## src/rtl/change_dispenser.sv

```systemverilog
// Change dispenser: pays out a requested amount as 10/5/1 coins, largest first,
// one coin per eject handshake, limited by per-denomination tube inventory.
module change_dispenser #(
    parameter logic [7:0] INIT_10 = 8'd20,
    parameter logic [7:0] INIT_5  = 8'd20,
    parameter logic [7:0] INIT_1  = 8'd20
) (
    input  logic       clk,
    input  logic       rst,
    input  logic [7:0] change_amount,
    input  logic       change_valid,
    input  logic       coin_ack,
    input  logic       refill,
    output logic [7:0] coin_out,
    output logic       coin_valid,
    output logic       busy,
    output logic       done,
    output logic       short,
    output logic [7:0] remaining,
    output logic [7:0] cnt10,
    output logic [7:0] cnt5,
    output logic [7:0] cnt1
);

    typedef enum logic [1:0] {
        IDLE    = 2'd0,
        SELECT  = 2'd1,
        PRESENT = 2'd2,
        FINISH  = 2'd3
    } state_t;

    state_t     state_q, state_d;
    logic [7:0] coin_out_q, coin_out_d;
    logic       coin_valid_q, coin_valid_d;
    logic       busy_q, busy_d;
    logic       done_q, done_d;
    logic       short_q, short_d;
    logic [7:0] remaining_q, remaining_d;
    logic [7:0] cnt10_q, cnt10_d;
    logic [7:0] cnt5_q, cnt5_d;
    logic [7:0] cnt1_q, cnt1_d;

    // State register; reset abandons any in-flight coin and restores inventory
    always_ff @(posedge clk or negedge rst) begin
        if (!rst) begin
            state_q      <= IDLE;
            coin_out_q   <= 8'd0;
            coin_valid_q <= 1'b0;
            busy_q       <= 1'b0;
            done_q       <= 1'b0;
            short_q      <= 1'b0;
            remaining_q  <= 8'd0;
            cnt10_q      <= INIT_10;
            cnt5_q       <= INIT_5;
            cnt1_q       <= INIT_1;
        end else begin
            state_q      <= state_d;
            coin_out_q   <= coin_out_d;
            coin_valid_q <= coin_valid_d;
            busy_q       <= busy_d;
            done_q       <= done_d;
            short_q      <= short_d;
            remaining_q  <= remaining_d;
            cnt10_q      <= cnt10_d;
            cnt5_q       <= cnt5_d;
            cnt1_q       <= cnt1_d;
        end
    end

    // Next-state and registered-output logic
    always_comb begin
        state_d      = state_q;
        coin_out_d   = coin_out_q;
        coin_valid_d = coin_valid_q;
        short_d      = short_q;
        remaining_d  = remaining_q;
        cnt10_d      = cnt10_q;
        cnt5_d       = cnt5_q;
        cnt1_d       = cnt1_q;

        case (state_q)
            IDLE: begin
                if (refill) begin
                    cnt10_d = INIT_10;
                    cnt5_d  = INIT_5;
                    cnt1_d  = INIT_1;
                end
                if (change_valid) begin
                    remaining_d = change_amount;
                    short_d     = 1'b0;
                    state_d     = SELECT;
                end
            end
            SELECT: begin
                // Greedy pick, falling back past empty tubes
                if (remaining_q == 8'd0) begin
                    state_d = FINISH;
                end else if (remaining_q >= 8'd10 && cnt10_q != 8'd0) begin
                    coin_out_d   = 8'd10;
                    coin_valid_d = 1'b1;
                    state_d      = PRESENT;
                end else if (remaining_q >= 8'd5 && cnt5_q != 8'd0) begin
                    coin_out_d   = 8'd5;
                    coin_valid_d = 1'b1;
                    state_d      = PRESENT;
                end else if (cnt1_q != 8'd0) begin
                    coin_out_d   = 8'd1;
                    coin_valid_d = 1'b1;
                    state_d      = PRESENT;
                end else begin
                    short_d = 1'b1;
                    state_d = FINISH;
                end
            end
            PRESENT: begin
                if (coin_ack) begin
                    remaining_d = remaining_q - coin_out_q;
                    case (coin_out_q)
                        8'd10:   cnt10_d = cnt10_q - 8'd1;
                        8'd5:    cnt5_d  = cnt5_q - 8'd1;
                        default: cnt1_d  = cnt1_q - 8'd1;
                    endcase
                    coin_out_d   = 8'd0;
                    coin_valid_d = 1'b0;
                    state_d      = SELECT;
                end
            end
            FINISH: begin
                state_d = IDLE;
            end
            default: begin
                state_d = IDLE;
            end
        endcase

        busy_d = (state_d != IDLE);
        done_d = (state_d == FINISH);
    end

    assign coin_out   = coin_out_q;
    assign coin_valid = coin_valid_q;
    assign busy       = busy_q;
    assign done       = done_q;
    assign short      = short_q;
    assign remaining  = remaining_q;
    assign cnt10      = cnt10_q;
    assign cnt5       = cnt5_q;
    assign cnt1       = cnt1_q;

endmodule
```

## config.mk

```make
export PLATFORM = sky130hd
export DESIGN_NAME = change_dispenser
export DESIGN_NICKNAME = d
export VERILOG_FILES = /design/src/rtl/change_dispenser.sv
export SDC_FILE = /design/constraint.sdc
export NUM_CORES = 1
export LEC_CHECK = 0
export CAP_MARGIN = 20
export CORE_MARGIN = 5
export CORE_UTILIZATION = 46
export CTS_CLUSTER_DIAMETER = 40
export CTS_CLUSTER_SIZE = 25
export DETAILED_ROUTE_END_ITERATION = 10
export MAX_ROUTING_LAYER = met4
export PLACE_DENSITY = 0.74
export SLEW_MARGIN = 5
export SYNTH_ARGS = -nofsm -noshare
export SYNTH_HDL_FRONTEND = slang
export SYNTH_SLANG_ARGS = --single-unit
```

## constraint.sdc

```tcl
create_clock -name clk -period 2 [get_ports clk]
set_clock_uncertainty 0.15 [all_clocks]
set_input_delay 0.4 -clock clk [delete_from_list [all_inputs] [get_ports clk]]
set_output_delay 0.4 -clock clk [all_outputs]
set_load 0.005 [all_outputs]
```

==> reports/metrics.yaml <==
boundaryPins: 57
place_congestion: 0.873
period_share_pct: 101
die_w_um: 84.7
grt_max_degree: 24
slew_headroom_pct: 63.9
cp_data_arrival_time_ns: 2.06
grt_pass1_vias: 2497
cp_top_family: "simple AND/OR/NAND/NOR gates"
synthTopCellsByArea: "dfrtp_1 (34%), dfstp_2 (6.1%), ha_1 (5.4%)"
rrSetupSlack_ns: -0.02
crit_path_cell_trace: "buf_6 > or3b_4 > a2111oi_4 > nand3_1 > xor2_1 > nor2_1"
yosysMostFrequentCell: "dfrtp_1"
slew_viol_final: 0
worst_skew_pair.late_latency_ns: 0.30
synth_edf_count: 0
critical_path.max_fanout: 5
max_stage_delay_ns: 0.42
r2r-end: "cnt10[7]"
diodes: 0
grt_usage_pct: 20.2
numCtsBuffers: 5
clk_pin_slew_ns: 0.08
core_area_um2: 5470
clkSinkCount: 41
outcome: "finished, violations left"
area_delta_synth_final_pct: 46.6
finalNonFillerCells: 464
dp_hpwl_mm: 5.37
yosysTopAreaCellShare_pct: 34.1
post_drt_wl_per_cell_um: 15.5
vias_per_cell: 5.42
avgSynthCellArea_um2: 8.92
drcViolationCount: 0
synth_ff_type: "dfrtp_1"
tightest_slew_ns: 0.541
power_mw: 5.08
fin_util_pct: 68.8
p_leak_nw: 1.63
hold_ws_ns: 0.371
routed_wl_mm: 7.19
syn-cell-area_um2: 2570
yosysTopAreaCell: "dfrtp_1"
ir_worst_vdd_mv: 0.864
io_buffers: 52
rr_worst_depth: 6
yosys-top-cells-count: "dfrtp_1 (35), nand2_1 (30), nor2_1 (25)"
ys_warn_count: 0
nNetsFinal: 416
maxCapViolCount: 0
layout-drive-gt1-share_pct: 26.3
post-route-min-period_ns: 2.02
grt_antenna_before_repair: 0
worstSetupEndpoint: "cnt10[7]"
rows: 27
cts_max_path_buffers: 2
cp_slowest_cell: "or3b_4"
clock.fmax_ghz: 0.494
path_class: "reg2reg"
worstPathRequired_ns: 2.03
synth-seq-cells: 41
h-tree-depth: 2
floorplan.die.height_um: 84.7
cp_num_buf_inv: 1
hold_class: "reg2reg"
cts_root_buffer: "clkbuf_8"
synthCells: 288
tritoncts: "done"
ant_nets: 0
dieArea_um2: 7180
path_depth: 6
ys_types: 57
hold_viol: 0
vias: 2516
power.density_nw_per_um2: 1350
cp-start-kind: "register"
initial_core_util_pct: 47.0
setup_viol: 1
grt_setup_unrepaired: "true"
synthArstFlopShare_pct: 100
dr.pass1.iters: 4
placed_cells: 450
fin_ws_ns: -0.0248
grt_first_pass_wirelength_mm: 11.5
drt_iter0_markers: 140
gr-total-overflow: 0
critical_path.reg2reg.startpoint: "coin_out[0]"
critical_path.startpoint: "coin_out[0]"
synth_seq_area_share_pct: 40.2
cp-end-kind: "register"
violations: "setup timing"
## worst min-delay path by stage
stage                  from           end  slack [ns]  cells past startpoint
global placement        rst  remaining[6]        0.26                      1
finish              cnt1[7]       cnt1[7]        0.37                      1
detailed placement      rst  remaining[6]        0.26                      1
floorplan               rst          busy       -0.05                      0
global route        cnt1[7]       cnt1[7]        0.40                      1
CTS                 cnt1[7]       cnt1[7]        0.38                      1
## power breakdown
part | internal [mW] | total [mW] | switching (mW)
Clock | 0.242 | 0.539 | 0.297
Combinational | 1.66 | 3.25 | 1.59
Sequential | 1.08 | 1.29 | 0.208
Total | 2.98 | 5.08 | 2.10
## layout make-up
| type | instances | area [µm²] |
|---|---|---|
| Multi-Input combinational cell | 213 | 1520 |
| Tap cell | 72 | 90.1 |
| Fill cell | 446 | 1710 |
| Timing Repair Buffer | 109 | 958 |
| Clock buffer | 6 | 72.6 |
| Inverter | 21 | 78.8 |
| Clock inverter | 2 | 10.0 |
| Sequential cell | 41 | 1030 |
## worst register-to-register path, delay by kind of cell (launching register included)
family,cells,cell delay (ns)
compound gates,1,0.39
xor+xnor,1,0.21
buf+inv,1,0.14
flops,1,0.41
simple gates,3,0.63
## sequential cells by signal, indices dropped and copies added, names as in the netlist
register	cells
cnt10	8
cnt1	8
cnt5	8
remaining	8
coin_out	3
state_q	2
busy	1
coin_valid	1
done	1
short	1
## layout by cell type (no fill, tap or decap), drive strengths merged, types with 8 or more instances in the layout
cell type / instances
ha: 11
clkdlybuf4s50: 46
nand2: 30
buf: 57
a31oi: 8
a21oi: 17
o21ai: 17
inv: 21
nor2: 26
nand3: 11
dfrtp: 35
a22o: 8
## what timing repair did
action / in CTS / in global routing
gates resized for setup: 6 / 35
setup endpoints to repair: 11 / 30
hold buffers: 1 / 0
endpoints found under the hold margin: 18 / 0
cloned: 0 / 0
buffers inserted: 2 / 4
pin swaps: 3 / 7
## logic make-up (layout without fill, tap and decap cells)
family | after synthesis | in the layout | share of synthesized area [%]
XOR/XNOR | 6 | 6 | 2.04
buffers and inverters | 37 | 138 | 6.43
adder cells (fa/ha/maj) | 12 | 12 | 6.13
other | 1 | 4 | 0.146
multiplexers | 5 | 5 | 2.00
AO/OA/AOI/OAI | 78 | 78 | 20.8
flip-flops | 41 | 41 | 40.2
AND/OR/NAND/NOR | 108 | 108 | 22.2
## layer usage
metal | track usage (%) | part of all wire [%] | vias up
met1 | 25.1 | 44 | 1212
met5 | - | 0 | -
li1 | - | - | 1218
met4 | 8.49 | 2.4 | 0
met2 | 33.0 | 49 | 69
met3 | 2.75 | 4.3 | 17
## through the flow
stage	area [µm²]	TNS [ns]	setup WS, ns
floorplan	2580	0	0.0236
global placement	3480	-0.903	-0.110
detailed placement	3480	-1.98	-0.182
CTS	3600	-0.00133	-0.00133
global route	3770	-0.358	-0.0903
finish	3770	-0.0248	-0.0248
Power figures use the tool's default switching activity.
